$ cat src/rtl/cdb_arbiter.sv
// Round-robin arbiter for the common data bus: grants one functional-unit result per cycle
// and broadcasts it on a registered CDB one cycle later.
module cdb_arbiter #(
  parameter int unsigned N_REQ  = 4,
  parameter int unsigned TAG_W  = 4,
  parameter int unsigned DATA_W = 32,
  localparam int unsigned SRC_W = $clog2(N_REQ)
) (
  input  logic                      clk,
  input  logic                      rst,
  input  logic                      stop,
  input  logic                      flush,
  input  logic [N_REQ-1:0]          req_valid,
  input  logic [N_REQ*TAG_W-1:0]    req_tag,
  input  logic [N_REQ*DATA_W-1:0]   req_data,
  output logic [N_REQ-1:0]          req_ready,
  output logic                      cdb_valid,
  output logic [TAG_W-1:0]          cdb_tag,
  output logic [DATA_W-1:0]         cdb_data,
  output logic [SRC_W-1:0]          cdb_src,
  output logic [31:0]               bcast_cnt
);

  localparam int unsigned SUM_W = SRC_W + 1;
  localparam logic [SUM_W-1:0] NReqSum = SUM_W'(N_REQ);
  localparam logic [SRC_W-1:0] LastIdx = SRC_W'(N_REQ - 1);

  logic [SRC_W-1:0]  rr_ptr_q, rr_ptr_d;
  logic              cdb_valid_q, cdb_valid_d;
  logic [TAG_W-1:0]  cdb_tag_q, cdb_tag_d;
  logic [DATA_W-1:0] cdb_data_q, cdb_data_d;
  logic [SRC_W-1:0]  cdb_src_q, cdb_src_d;
  logic [31:0]       bcast_cnt_q, bcast_cnt_d;

  logic [2*N_REQ-1:0] req_dbl;
  logic [N_REQ-1:0]   req_rot;
  logic [SRC_W-1:0]   offset;
  logic [SUM_W-1:0]   idx_sum;
  logic [SRC_W-1:0]   grant_idx;
  logic               arb_en;
  logic               xfer;
  logic [TAG_W-1:0]   tag_sel;
  logic [DATA_W-1:0]  data_sel;

  // Rotate requests so rr_ptr sits at bit 0; the lowest set bit is the winner's distance.
  always_comb begin
    req_dbl = {req_valid, req_valid} >> rr_ptr_q;
    req_rot = req_dbl[N_REQ-1:0];
    offset  = '0;
    for (int k = int'(N_REQ) - 1; k >= 0; k--) begin
      if (req_rot[k]) offset = SRC_W'(k);
    end
    idx_sum = {1'b0, rr_ptr_q} + {1'b0, offset};
    if (idx_sum >= NReqSum) idx_sum = idx_sum - NReqSum;
    grant_idx = idx_sum[SRC_W-1:0];
    arb_en    = rst & ~stop & ~flush & (|req_valid);
    req_ready = arb_en ? (N_REQ'(1) << grant_idx) : '0;
  end

  always_comb begin
    tag_sel  = '0;
    data_sel = '0;
    for (int i = 0; i < int'(N_REQ); i++) begin
      if (req_ready[i]) begin
        tag_sel  = tag_sel  | req_tag[i*TAG_W +: TAG_W];
        data_sel = data_sel | req_data[i*DATA_W +: DATA_W];
      end
    end
  end

  assign xfer = |(req_valid & req_ready);

  always_comb begin
    rr_ptr_d    = rr_ptr_q;
    cdb_valid_d = 1'b0;
    cdb_tag_d   = cdb_tag_q;
    cdb_data_d  = cdb_data_q;
    cdb_src_d   = cdb_src_q;
    bcast_cnt_d = bcast_cnt_q;
    if (flush) begin
      rr_ptr_d = '0;
    end else if (xfer) begin
      cdb_valid_d = 1'b1;
      cdb_tag_d   = tag_sel;
      cdb_data_d  = data_sel;
      cdb_src_d   = grant_idx;
      rr_ptr_d    = (grant_idx == LastIdx) ? '0 : grant_idx + SRC_W'(1);
      bcast_cnt_d = bcast_cnt_q + 32'd1;
    end
  end

  always_ff @(posedge clk or negedge rst) begin
    if (!rst) begin
      rr_ptr_q    <= '0;
      cdb_valid_q <= 1'b0;
      cdb_tag_q   <= '0;
      cdb_data_q  <= '0;
      cdb_src_q   <= '0;
      bcast_cnt_q <= '0;
    end else begin
      rr_ptr_q    <= rr_ptr_d;
      cdb_valid_q <= cdb_valid_d;
      cdb_tag_q   <= cdb_tag_d;
      cdb_data_q  <= cdb_data_d;
      cdb_src_q   <= cdb_src_d;
      bcast_cnt_q <= bcast_cnt_d;
    end
  end

  assign cdb_valid = cdb_valid_q;
  assign cdb_tag   = cdb_tag_q;
  assign cdb_data  = cdb_data_q;
  assign cdb_src   = cdb_src_q;
  assign bcast_cnt = bcast_cnt_q;

endmodule

$ cat config.mk
export PLATFORM = sky130hd
export DESIGN_NAME = cdb_arbiter
export DESIGN_NICKNAME = d
export VERILOG_FILES = /design/src/rtl/cdb_arbiter.sv
export SDC_FILE = /design/constraint.sdc
export NUM_CORES = 1
export LEC_CHECK = 0
export CORE_MARGIN = 1
export CORE_UTILIZATION = 24
export DETAILED_ROUTE_END_ITERATION = 7
export PLACE_DENSITY = 0.57
export SYNTH_ARGS = -nofsm -noshare
export SYNTH_HDL_FRONTEND = slang
export SYNTH_SLANG_ARGS = --single-unit
$ cat constraint.sdc
create_clock -name clk -period 3.45 [get_ports clk]
set_input_delay 0.5175 -clock clk [delete_from_list [all_inputs] [get_ports clk]]
set_output_delay 0.5175 -clock clk [all_outputs]
set_load 0.05 [all_outputs]
# After elaboration in Yosys (flattened, before gate mapping)
# Cells that the tools add are included.
# word_totals
register_bits,73
input_bits,152
out_inout_bits,75
elab_cells,49
# op_classes
n_addsub,4
magnitude_cmp,1
n_eq_ne,1
shifts,2
muxes,19
bitwise_logic,12
reduce_logical,4
# op_table
operator,n
$mux 32,4
$or 32x32->32,3
$add 32x1->32 const B,1
$mux 4,5
$mux 2,8
$or 4x4->4,3
$reduce_or 4->1,2
$shr 8x2->4,1
$and 4x4->4,1
$shl 1x2->4 const A,1
$add 2x2->3,1
$and 1x1->1,3
$ge 3x3->1 const B,1
$add 2x1->2 const B,1
$eq 2x2->1 const B,1
$mux 1,2
$not 1->1,2
$reduce_and 2->1,1
$reduce_bool 2->1,1
$sub 2x1->2 const B,1

# Logic depth before layout (Yosys ltp)
# Gate-level depths: netlist of the first run.
# logic_depth
depth_word,17
mapped_depth,16
ltp_nobuf,15

# Worst setup path after synthesis of the first run
# OpenSTA, ideal clock, no wires.
# synth_timing
path_kind,reg-to-output
from,register rr_ptr_q[0]
to,output port req_ready[0]
arrival_time_ns,3.031
required_time_ns,2.932
slack_ns,-0.098
path_stages_with_launch,13
n_path_buf,3
path_cell_list,dfrtp_1 -> clkbuf_1 -> nor2b_1 -> a221o_1 -> nand2_1 -> o221ai_1 -> ha_1 -> xor2_1 -> xnor2_1 -> ha_1 -> clkbuf_1 -> clkbuf_1 -> and3_1
# synth_between
elab_chain_len,10
elab_cells_between_ends,11
cone_classes,add/sub (2); order compare (1); shift (2); mux (6)
# synth_lines
item,line_no,source
"start, declared",28,"logic [SRC_W-1:0] rr_ptr_q, rr_ptr_d;"
"start signal, assigned",101,rr_ptr_q <= rr_ptr_d;
$shr 8x2->4,47,"req_dbl = {req_valid, req_valid} >> rr_ptr_q;"
$mux 2 (4 in a row),51,if (req_rot[k]) offset = SRC_W'(k);
$add 2x2->3 (*),53,"idx_sum = {1'b0, rr_ptr_q} + {1'b0, offset};"
$ge 3x3->1 / $sub 2x1->2 (equally long branches),54,if (idx_sum >= NReqSum) idx_sum = idx_sum - NReqSum;
$mux 2 (*),54,
$shl 1x2->4 (*),57,req_ready = arb_en ? (N_REQ'(1) << grant_idx) : '0;
$mux 4 (*),57,
"end, declared",16,"output logic [N_REQ-1:0] req_ready,"
# Mark *: on every way between the ends. The rest lies on a longest branch, timed or not.

# Worst setup path in the final report of the first run
# layout_timing
from,input port req_valid[1]
to,output port req_ready[1]
# layout_between
elab_chain_len,10
elab_cells_between_ends,13
cone_classes,add/sub (2); order compare (1); shift (2); mux (6); bitwise (1); reduce/logical (1)
# layout_lines
item,line_no,source
"start, declared",13,"input logic [N_REQ-1:0] req_valid,"
$shr 8x2->4,47,
$mux 2 (4 in a row),51,
$add 2x2->3,53,
$ge 3x3->1 / $sub 2x1->2 (equally long branches),54,
$mux 2,54,
$shl 1x2->4,57,
$mux 4 (*),57,
# Marked as above.

==> metrics, run 1 <==
Initial DRT Pass Iterations 4; Max Slew Vio Count 0; CTS Sinks 73; vias in the first global route between 4000 and 5000; switching part of the total 0.369; run status complete, no violations; fin nets 795; CTS tree built; Placer Congestion 0.821; Data arrival, critical path around 2.8 ns; yosys warns 0; Synth top area share 0.455; Die H 131 um; layout cells sized above 1 0.131; commonest non-fill, non-tap cell in the layout clkdlybuf4s50_1; Leakage Power approximately 2.9 nW; final period utilization 0.960; Seq pwr share 0.276; VDD IR max 246 uV; maximum root-to-sink buffer count 2; area of the die about 0.017 mm2; Initial Util 0.249; Overall Power around 3.7 mW; Syn Area/Cell between 10 and 15 um2; initial antenna violation count 0; Min Clock Period, post-route about 3.3 ns; first-pass GRT wire length 23100 um; maximum clock rate about 0.30 GHz; Synth area leaders dfrtp_1 45%, a22o_1 8.3%, a221oi_1 7.9%, o31ai_1 6.9%, xnor2_1 5.9%; critical path type input port to output pin; post-synthesis cell count between 300 and 400; post-DR wirelength/cell between 15 and 20 um; crit start category input port; Netlist cell types 40; Num CTS Buffers 9; total gr overflow 0; CORE AREA approximately 0.016 mm2; Fin Setup TNS 0 ns; Iter 0 DRT Violations 197; Final Cell Area between 0.007 and 0.008 mm2; switching power 1.37 mW; Clock Skew a little under 0.006 ns; FF+latch count, synth 73; most frequent cells in the layout 217 x clkdlybuf4s50_1, 73 x dfrtp_1, 60 x nand2_1; Worst-Margin Slew about 0.94 ns; Clock transition at path regs approximately 0.060 ns; Final ANT Viol Nets 0; RSZ-0062 raised after global routing no; dpl hpwl 11000 um; Clock Power Share 0.268; Worst EP required 2.93 ns; synthesized cell area 0.00402 mm2; P&R area growth vs syn 79.9%; Clock H-tree levels 3; Final Util 0.448; pwr/cell area around 520 mW/mm2; Hold-fix buffers, CTS 0; Slew HR 0.371; Power Internal roughly 2.3 mW; Gate power share 0.456; Post-Route WL around 15000 um; DRC viols 0; Critical Path Sink Type output pin; Final Hold Viols 0; routed vias/inst a little under 5; post-synth net total about 560; worst-path fanout max 7; Rows 46; Die W between 100 and 150 um; I/O Pins between 200 and 250; Port Buffers roughly 230; register area share after synthesis 0.455; dpl cell area between 0.006 and 0.007 mm2; global-route usage over all layers 0.172; Hold WC Path Type input port to async pin; Final setup viols 0; largest net degree at the start of global routing 74; Synth area leader dfrtp_1; DR vias ~4200; clk_lat worst skew ~0.34 ns; CTS Root Cell clkbuf_16; max_cap viols 0
## logic make-up (layout without fill, tap and decap cells)
family / count (synthesis) / after routing / share of synthesized area
AND/OR/NAND/NOR: 123 / 123 / 0.158
AO/OA/AOI/OAI: 120 / 120 / 0.248
flip-flops: 73 / 73 / 0.455
buffers and inverters: 42 / 285 / 0.0433
XOR/XNOR: 33 / 33 / 0.0720
adder cells (fa/ha/maj): 6 / 6 / 0.0187
multiplexers: 2 / 2 / 0.00530
other: 0 / 1 / 0
## power groups by stage
stage | logic, mW | registers, mW | clock network [mW]
after floorplan | 0.586 | 1.37 | 0
after global placement | 1.55 | 1.04 | 0
after detailed placement | 1.56 | 1.04 | 0
after CTS | 1.69 | 1.03 | 1.02
after global routing | 1.82 | 1.04 | 1.07
final | 1.70 | 1.03 | 0.998
## synthesized netlist by cell type (all sizes together)
library cell,count
a221o,1
a221oi,36
a22o,38
and3,8
and4,2
buf,13
clkbuf,21
dfrtp,73
ha,6
inv,8
mux2,1
mux2i,1
nand2,60
nand2b,1
nand3,12
nand3b,2
nand4,11
nand4b,1
nor2,12
nor2b,1
nor3,6
nor3b,1
nor4,3
o211ai,2
o21ai,3
o221ai,2
o311ai,1
o31ai,37
or4,1
or4b,2
xnor2,27
xor2,6
## critical path, stage by stage
cell           delay, ns
dlygate4sd2_1       0.25
buf_6               0.13
a221o_1             0.31
nand2_1             0.08
o221ai_2            0.08
ha_2                0.20
xor2_2              0.18
xnor2_2             0.25
ha_2                0.25
buf_4               0.12
buf_12              0.09
and3_4              0.18
buf_12              0.13
## final timing paths
check                                  start           end  slack [ns]  depth (start not counted)
worst min-delay path                     rst    cdb_tag[2]        0.43                          2
worst max register to register   rr_ptr_q[0]  bcast_cnt[5]        0.25                         16
min in group clk                cdb_data[23]  cdb_data[23]        0.47                          2
worst max-delay path            req_valid[1]  req_ready[1]        0.14                         13
worst min register to register  cdb_data[23]  cdb_data[23]        0.47                          2
max in group asynchronous                rst   cdb_data[9]        2.40                          2
## cell type report
cell class | instances | area (um2)
antenna | 1 | 2.50
multi-input combinational | 284 | 2120
inverter | 8 | 30.0
clock inverter | 7 | 93.8
tap | 216 | 270
fill | 1544 | 8890
clock buffer | 9 | 225
timing repair buffer | 261 | 2650
sequential | 73 | 1830
## registers in the layout, indices dropped and copies added (netlist names)
| signal | flops |
|---|---|
| rr_ptr_q | 2 |
| cdb_src | 2 |
| cdb_tag | 4 |
| bcast_cnt | 32 |
| cdb_valid | 1 |
| cdb_data | 32 |
## through the flow
stage               worst slack, ns  hold WS [ns]  cells
global placement             -0.296         0.460    831
detailed placement           -0.416         0.470    831
CTS                         0.00257         0.481    853
finish                        0.140         0.433    859
global route                 0.0165         0.502    858
floorplan                    0.0151         0.222    399
## what timing repair did
action                     CTS  global route
hold endpoints to repair     0             0
gates resized for setup     21            15
buffers inserted             5             5
pin swaps                    4             7
cloned                       1             1
setup endpoints to repair   21            49
## routing by layer
metal  vias up  share of wire  global-route usage
li1       2000              -                   -
met1      2038           0.40               0.201
met2       187           0.51               0.307
met3        18          0.070              0.0417
met4         0          0.019              0.0549
met5         -              0                   0
Power figures use the tool's default switching activity.
==> run 2: changes to the inputs <==
--- a/config.mk
+++ b/config.mk
@@ -8,7 +8,7 @@
 export CORE_MARGIN = 1
 export CORE_UTILIZATION = 24
 export DETAILED_ROUTE_END_ITERATION = 7
-export PLACE_DENSITY = 0.57
+export PLACE_DENSITY = 0.55
 export SYNTH_ARGS = -nofsm -noshare
 export SYNTH_HDL_FRONTEND = slang
 export SYNTH_SLANG_ARGS = --single-unit
==> constraint.sdc (replaced) <==
create_clock -name clk -period 3.5 [get_ports clk]
set_input_delay 0.525 -clock clk [delete_from_list [all_inputs] [get_ports clk]]
set_output_delay 0.525 -clock clk [all_outputs]
set_load 0.05 [all_outputs]
==> run 2 against run 1 <==
Against the previous run: via count increased by 0.87%; critical path type is now input port to flop; count of clock-buffer cells in the layout increased by 1; largest cell class unchanged; combinational power increased by 4%.
==> metrics, run 2 (synthesis results as in run 1) <==
Inserted Diodes 0 (-1); fin nets 804 (+1.1%); Rows 46 (unchanged); layout cells sized above 1 0.141 (+0.0105); Iter 0 DRT Violations 149 (-24%); clk_lat worst skew 0.34 ns (about the same); dpl hpwl 11100 um (+0.88%); worst-path fanout max 3 (-4); largest net degree at the start of global routing 74 (unchanged); initial antenna violation count 0 (unchanged); CTS tree built; total gr overflow 0 (unchanged); Worst-Margin Slew 0.940 ns (-0.00385 ns); dpl cells 839 (+0.96%); Critical Path Sink Type flop; switching power 1.40 mW (+2.1%); CTS Sinks 73 (unchanged); number of buffer and inverter stages on the critical path 2 (-3); CTS Root Cell clkbuf_16; switching part of the total 0.377 (+0.00719); Clock Power Share 0.253 (-0.015); Power Internal 2.32 mW (-1.0%); Final Util 0.458 (+0.00955); VDD IR max 267 uV (+8.5%); Leakage Power 2.99 nW (+2.9%); pwr/cell area 505 mW/mm2 (-2.0%); Gate power share 0.473 (+0.017); CP max stage delay 0.58 ns (+0.27 ns); final period utilization 0.990; Crit. Startpoint req_valid[0]; Num CTS Buffers 9 (unchanged); Worst path slowest cell or4b_4; Final Hold Viols 0 (unchanged); Placer Congestion 0.771 (-6.1%); global-route usage over all layers 0.186 (+0.0140); Hold WC Path Type input port to async pin; max_cap viols 0 (unchanged); peak-usage layer in the global routing report met2; Max Slew Vio Count 0 (unchanged); Min Clock Period, post-route 3.47 ns; Final setup viols 0 (unchanged); CP top delay family simple AND/OR/NAND/NOR gates; routed vias/inst 4.94 (about the same); vias in the first global route 4451 (+5.9%); most frequent cells in the layout 219 x clkdlybuf4s50_1, 73 x dfrtp_1, 60 x nand2_1; crit start category input port; Initial DRT Pass Iterations 4 (unchanged); maximum root-to-sink buffer count 2 (unchanged); Worst EP required 3.75 ns (+0.82 ns); P&R area growth vs syn 83.7%; Clock H-tree levels 3 (unchanged); R2R setup slack 0.08 ns (-0.17 ns); commonest non-fill, non-tap cell in the layout clkdlybuf4s50_1; Data arrival, critical path 3.72 ns (+0.93 ns); final setup margin 0.0333 ns (-0.106 ns); CORE AREA 0.0161 mm2 (unchanged); hold slack 0.439 ns (+0.00557 ns); post-DR wirelength/cell 18.2 um (+6.2%); area of the die 0.0173 mm2 (unchanged); FF-to-FF Start rr_ptr_q[0]; RSZ-0062 raised after global routing yes; Fillers 1509 (-2.3%); capture point of the worst reg-to-reg path bcast_cnt[29]; final cell count without fillers 867 (+0.93%); CP cell instances clkdlybuf4s50_1 > nor2_1 > a221o_1 > nand2_1 > o221ai_1 > ha_2 > xor2_2 > xnor2_2 > buf_4 > ha_4 > a22o_1 > o211ai_4 > or4b_4 > nor4_4 > xor2_1; DRC viols 0 (unchanged); maximum clock rate 0.288 GHz; Clock transition at path regs 0.06 ns (about the same); first-pass GRT wire length 24700 um (+7.0%); WP depth 15 (+2); Final ANT Viol Nets 0 (unchanged); Die H 131 um (unchanged); end point of the critical path bcast_cnt[29]; Hold-fix buffers, CTS 0 (unchanged); Initial Util 0.249 (unchanged); Overall Power 3.73 mW (+0.14%); dpl cell area 0.00673 mm2 (+1.2%); met1 Use GR 0.220 (+0.0193); DP Worst Slack -0.341 ns (+0.0751 ns); run status complete, no violations; Fin Setup TNS 0 ns (unchanged); Slew HR 0.374 (+0.00256); DR vias 4280 (+0.87%); Port Buffers 226 (unchanged); critical path type input port to flop; Post-Route WL 15800 um (+7.1%); Seq pwr share 0.273 (-0.003); met3 Use GR 0.0428 (+0.00116); Die W 131 um (unchanged); Final Cell Area 0.00738 mm2 (+2.1%); Clock Skew 0.00665 ns (+0.000778 ns); cells on worst reg2reg path 14 (-2); GRT met2 Usage 0.324 (+0.0171); I/O Pins 227 (unchanged)
==> run 2: final cells by class <==
class | count | area, um2 | share of cell area
repair buffers | 270 | 2800 | 0.379
multi-input cells | 284 | 2150 | 0.291
flip-flops and latches | 73 | 1830 | 0.248
well taps | 216 | 270 | 0.0366
clock buffers | 10 | 239 | 0.0324
clock inverters | 6 | 67.6 | 0.00916
inverters | 8 | 30.0 | 0.00407
==> run 2: worst min-delay path by stage <==
stage / start / to / depth (start not counted)
after floorplan: rst / bcast_cnt[0] / 0
after global placement: bcast_cnt[31] / bcast_cnt[31] / 1
after detailed placement: cdb_data[0] / cdb_data[0] / 2
after CTS: bcast_cnt[31] / bcast_cnt[31] / 1
after global routing: cdb_data[0] / cdb_data[0] / 2
final: rst / cdb_data[28] / 2
==> run 2: repair_timing <==
item	4_1_cts	5_1_grt
pin swaps	1	8
gates resized for setup	17	22
setup buffers	2	6
gates cloned	3	1
endpoints found under the setup margin	4	69
==> run 2: worst reg2reg max path, cell delays in order (launching register included) <==
cell and delay [ns]:
dfrtp_1 0.45, nor2b_1 0.17, a221o_1 0.34, nand2_1 0.09
o221ai_1 0.13, ha_2 0.23, xor2_2 0.16, xnor2_2 0.19
buf_4 0.18, ha_4 0.15, a22o_1 0.18, o211ai_4 0.09
or4b_4 0.58, nor4_4 0.19, xor2_1 0.20
==> run 2: layer usage <==
metal,up-vias,part of all wire
met4,0,0.020
met3,20,0.054
met2,179,0.51
li1,2024,-
met5,-,0
met1,2057,0.41
==> run 2: power by group through the flow <==
stage	Combinational [mW]	Sequential, mW	Clock [mW]
CTS	1.73	1.02	0.971
finish	1.76	1.02	0.945
global placement	1.54	1.03	0
floorplan	0.578	1.35	0
global route	1.89	1.03	1.01
detailed placement	1.55	1.03	0
==> run 3: changes to the inputs <==
==> constraint.sdc (replaced) <==
create_clock -name clk -period 3.5 [get_ports clk]
set_input_delay 0.35 -clock clk [delete_from_list [all_inputs] [get_ports clk]]
set_output_delay 0.35 -clock clk [all_outputs]
set_load 0.05 [all_outputs]
==> run 3 against run 2 <==
Against the previous run: hold slack got worse by 0.16 ns; first-iteration DRC count is 13% higher; critical path depth stayed put; total power shrank 5.5%; non-clock buffer count fell by 21; count of clock-buffer cells in the layout is the same; register-to-register slack gained 0.02 ns; critical path type is now flop to flop; critical endpoint is now bcast_cnt[27].
==> metrics, run 3 (synthesis results as in run 1) <==
area of the die 0.0173 mm2 (unchanged); Rows 46 (unchanged); pwr/cell area 504 mW/mm2 (-0.19%); VDD IR max 253 uV (-5.1%); CTS Sinks 73 (unchanged); max_cap viols 0 (unchanged); Initial Util 0.249 (unchanged); vias in the first global route 4066 (-8.6%); Hold WC Path Type input port to async pin; clk_lat worst skew 0.34 ns (about the same); Overall Power 3.52 mW (-5.5%); maximum root-to-sink buffer count 2 (unchanged); Worst EP required 3.76 ns (about the same); Die W 131 um (unchanged); final setup margin 0.0960 ns (+0.0627 ns); FF-to-FF Start rr_ptr_q[0]; Clock Power Share 0.276 (+0.023); DP Worst Slack -0.139 ns (+0.202 ns); CP top delay family simple AND/OR/NAND/NOR gates; Seq pwr share 0.289 (+0.016); Worst-Margin Slew 0.943 ns (+0.00289 ns); Final Hold Viols 0 (unchanged); Final setup viols 0 (unchanged); dpl cells 830 (-1.1%); Gate power share 0.435 (-0.038); final cell count without fillers 845 (-2.5%); Clock transition at path regs 0.06 ns (about the same); commonest non-fill, non-tap cell in the layout clkdlybuf4s50_1; Fillers 1538 (+1.9%); DRC viols 0 (unchanged); CP max stage delay 0.56 ns (-0.02 ns); initial antenna violation count 0 (unchanged); worst-path fanout max 5 (+2); Slew HR 0.372 (-0.00193); Power Internal 2.21 mW (-4.9%); Final ANT Viol Nets 0 (unchanged); Port Buffers 226 (unchanged); most frequent cells in the layout 221 x clkdlybuf4s50_1, 73 x dfrtp_1, 60 x nand2_1; layout cells sized above 1 0.0874 (-0.0539); global-route usage over all layers 0.169 (-0.0169); switching part of the total 0.372 (-0.00434); Iter 0 DRT Violations 168 (+13%); switching power 1.31 mW (-6.6%); hold slack 0.278 ns (-0.161 ns); Num CTS Buffers 9 (unchanged); I/O Pins 227 (unchanged); DR vias 4150 (-3.0%); Setup Buffers After CTS 0 (-2); Die H 131 um (unchanged); CORE AREA 0.0161 mm2 (unchanged); crit start category flop; largest net degree at the start of global routing 74 (unchanged); P&R area growth vs syn 73.9%; post-DR wirelength/cell 17.2 um (-5.1%); Clock Skew 0.00613 ns (-0.000524 ns); Crit. Startpoint rr_ptr_q[0]; run status complete, no violations; Worst path slowest cell or4b_4; number of buffer and inverter stages on the critical path 2 (unchanged); final period utilization 0.973 (-0.0179); Max Slew Vio Count 0 (unchanged); dpl hpwl 10800 um (-2.7%); fin nets 783 (-2.6%); maximum clock rate 0.294 GHz (+1.8%); CTS tree built; Data arrival, critical path 3.67 ns (-0.05 ns); total gr overflow 0 (unchanged); first-pass GRT wire length 22500 um (-8.7%); Placer Congestion 0.798 (+3.4%); Inserted Diodes 0 (unchanged); Critical Path Sink Type flop; CTS Root Cell clkbuf_16; Fin Setup TNS 0 ns (unchanged); Leakage Power 2.80 nW (-6.3%); CP cell instances nor2b_1 > a221o_1 > nand2_1 > o221ai_1 > ha_1 > xor2_1 > xnor2_1 > buf_4 > inv_1 > ha_1 > a22o_1 > o211ai_4 > or4b_4 > nor3_1 > xor2_1; critical path type flop to flop; routed vias/inst 4.91 (-0.51%); Post-Route WL 14600 um (-7.5%); Initial DRT Pass Iterations 4 (unchanged); Clock H-tree levels 3 (unchanged); Min Clock Period, post-route 3.40 ns (-0.0627 ns)
run 3: cell count changes in the layout (fill, tap and decap cells not counted), moves of 4 or more:
cell and delta:
and3_1 +4, buf_12 -4, buf_4 -13, ha_4 -4
run 3: final cells by class:
cell class | instances | area (um2) | share of cell area
Timing Repair Buffer | 249 | 2510 | 0.360
Multi-Input combinational cell | 284 | 2030 | 0.291
Sequential cell | 73 | 1830 | 0.262
Tap cell | 216 | 270 | 0.0387
Clock buffer | 10 | 229 | 0.0328
Clock inverter | 5 | 81.3 | 0.0116
Inverter | 8 | 30.0 | 0.00430
run 3: routing by layer:
layer  up-vias  global-route usage  share of wire
li1       1981                   -              -
met2       174               0.290           0.50
met3        22              0.0486          0.064
met1      1973               0.200           0.42
met5         -                   0              0
met4         0              0.0601          0.020
run 3: stage by stage:
stage           util  cell area [um2]
4_1_cts        0.431             6950
3_5_place_dp   0.411             6630
6_report       0.433             6980
5_1_grt        0.433             6980
2_1_floorplan      -             4020
3_3_place_gp   0.411             6630
run 3: timing repair:
item | 4_1_cts | 5_1_grt
resized for setup | 2 | 10
setup endpoints to repair | 2 | 5
hold buffers | 0 | 0
pin swaps | 0 | 0
run 3: worst paths after layout:
| path | endpoint | slack, ns | depth (start not counted) |
|---|---|---|---|
| worst max register to register | bcast_cnt[27] | 0.1 | 15 |
| min in group clk | cdb_data[28] | 0.47 | 2 |
| worst min-delay path | cdb_data[29] | 0.28 | 2 |
| max in group asynchronous | bcast_cnt[4] | 2.63 | 2 |
| worst min register to register | cdb_data[28] | 0.47 | 2 |
| worst max-delay path | bcast_cnt[27] | 0.1 | 15 |
run 3: power groups by stage:
stage	clock [mW]	sequential (mW)	combinational [mW]
after floorplan	0	1.35	0.577
after global placement	0	1.02	1.50
after detailed placement	0	1.03	1.52
after CTS	1.01	1.02	1.53
after global routing	1.05	1.03	1.64
final	0.973	1.02	1.53
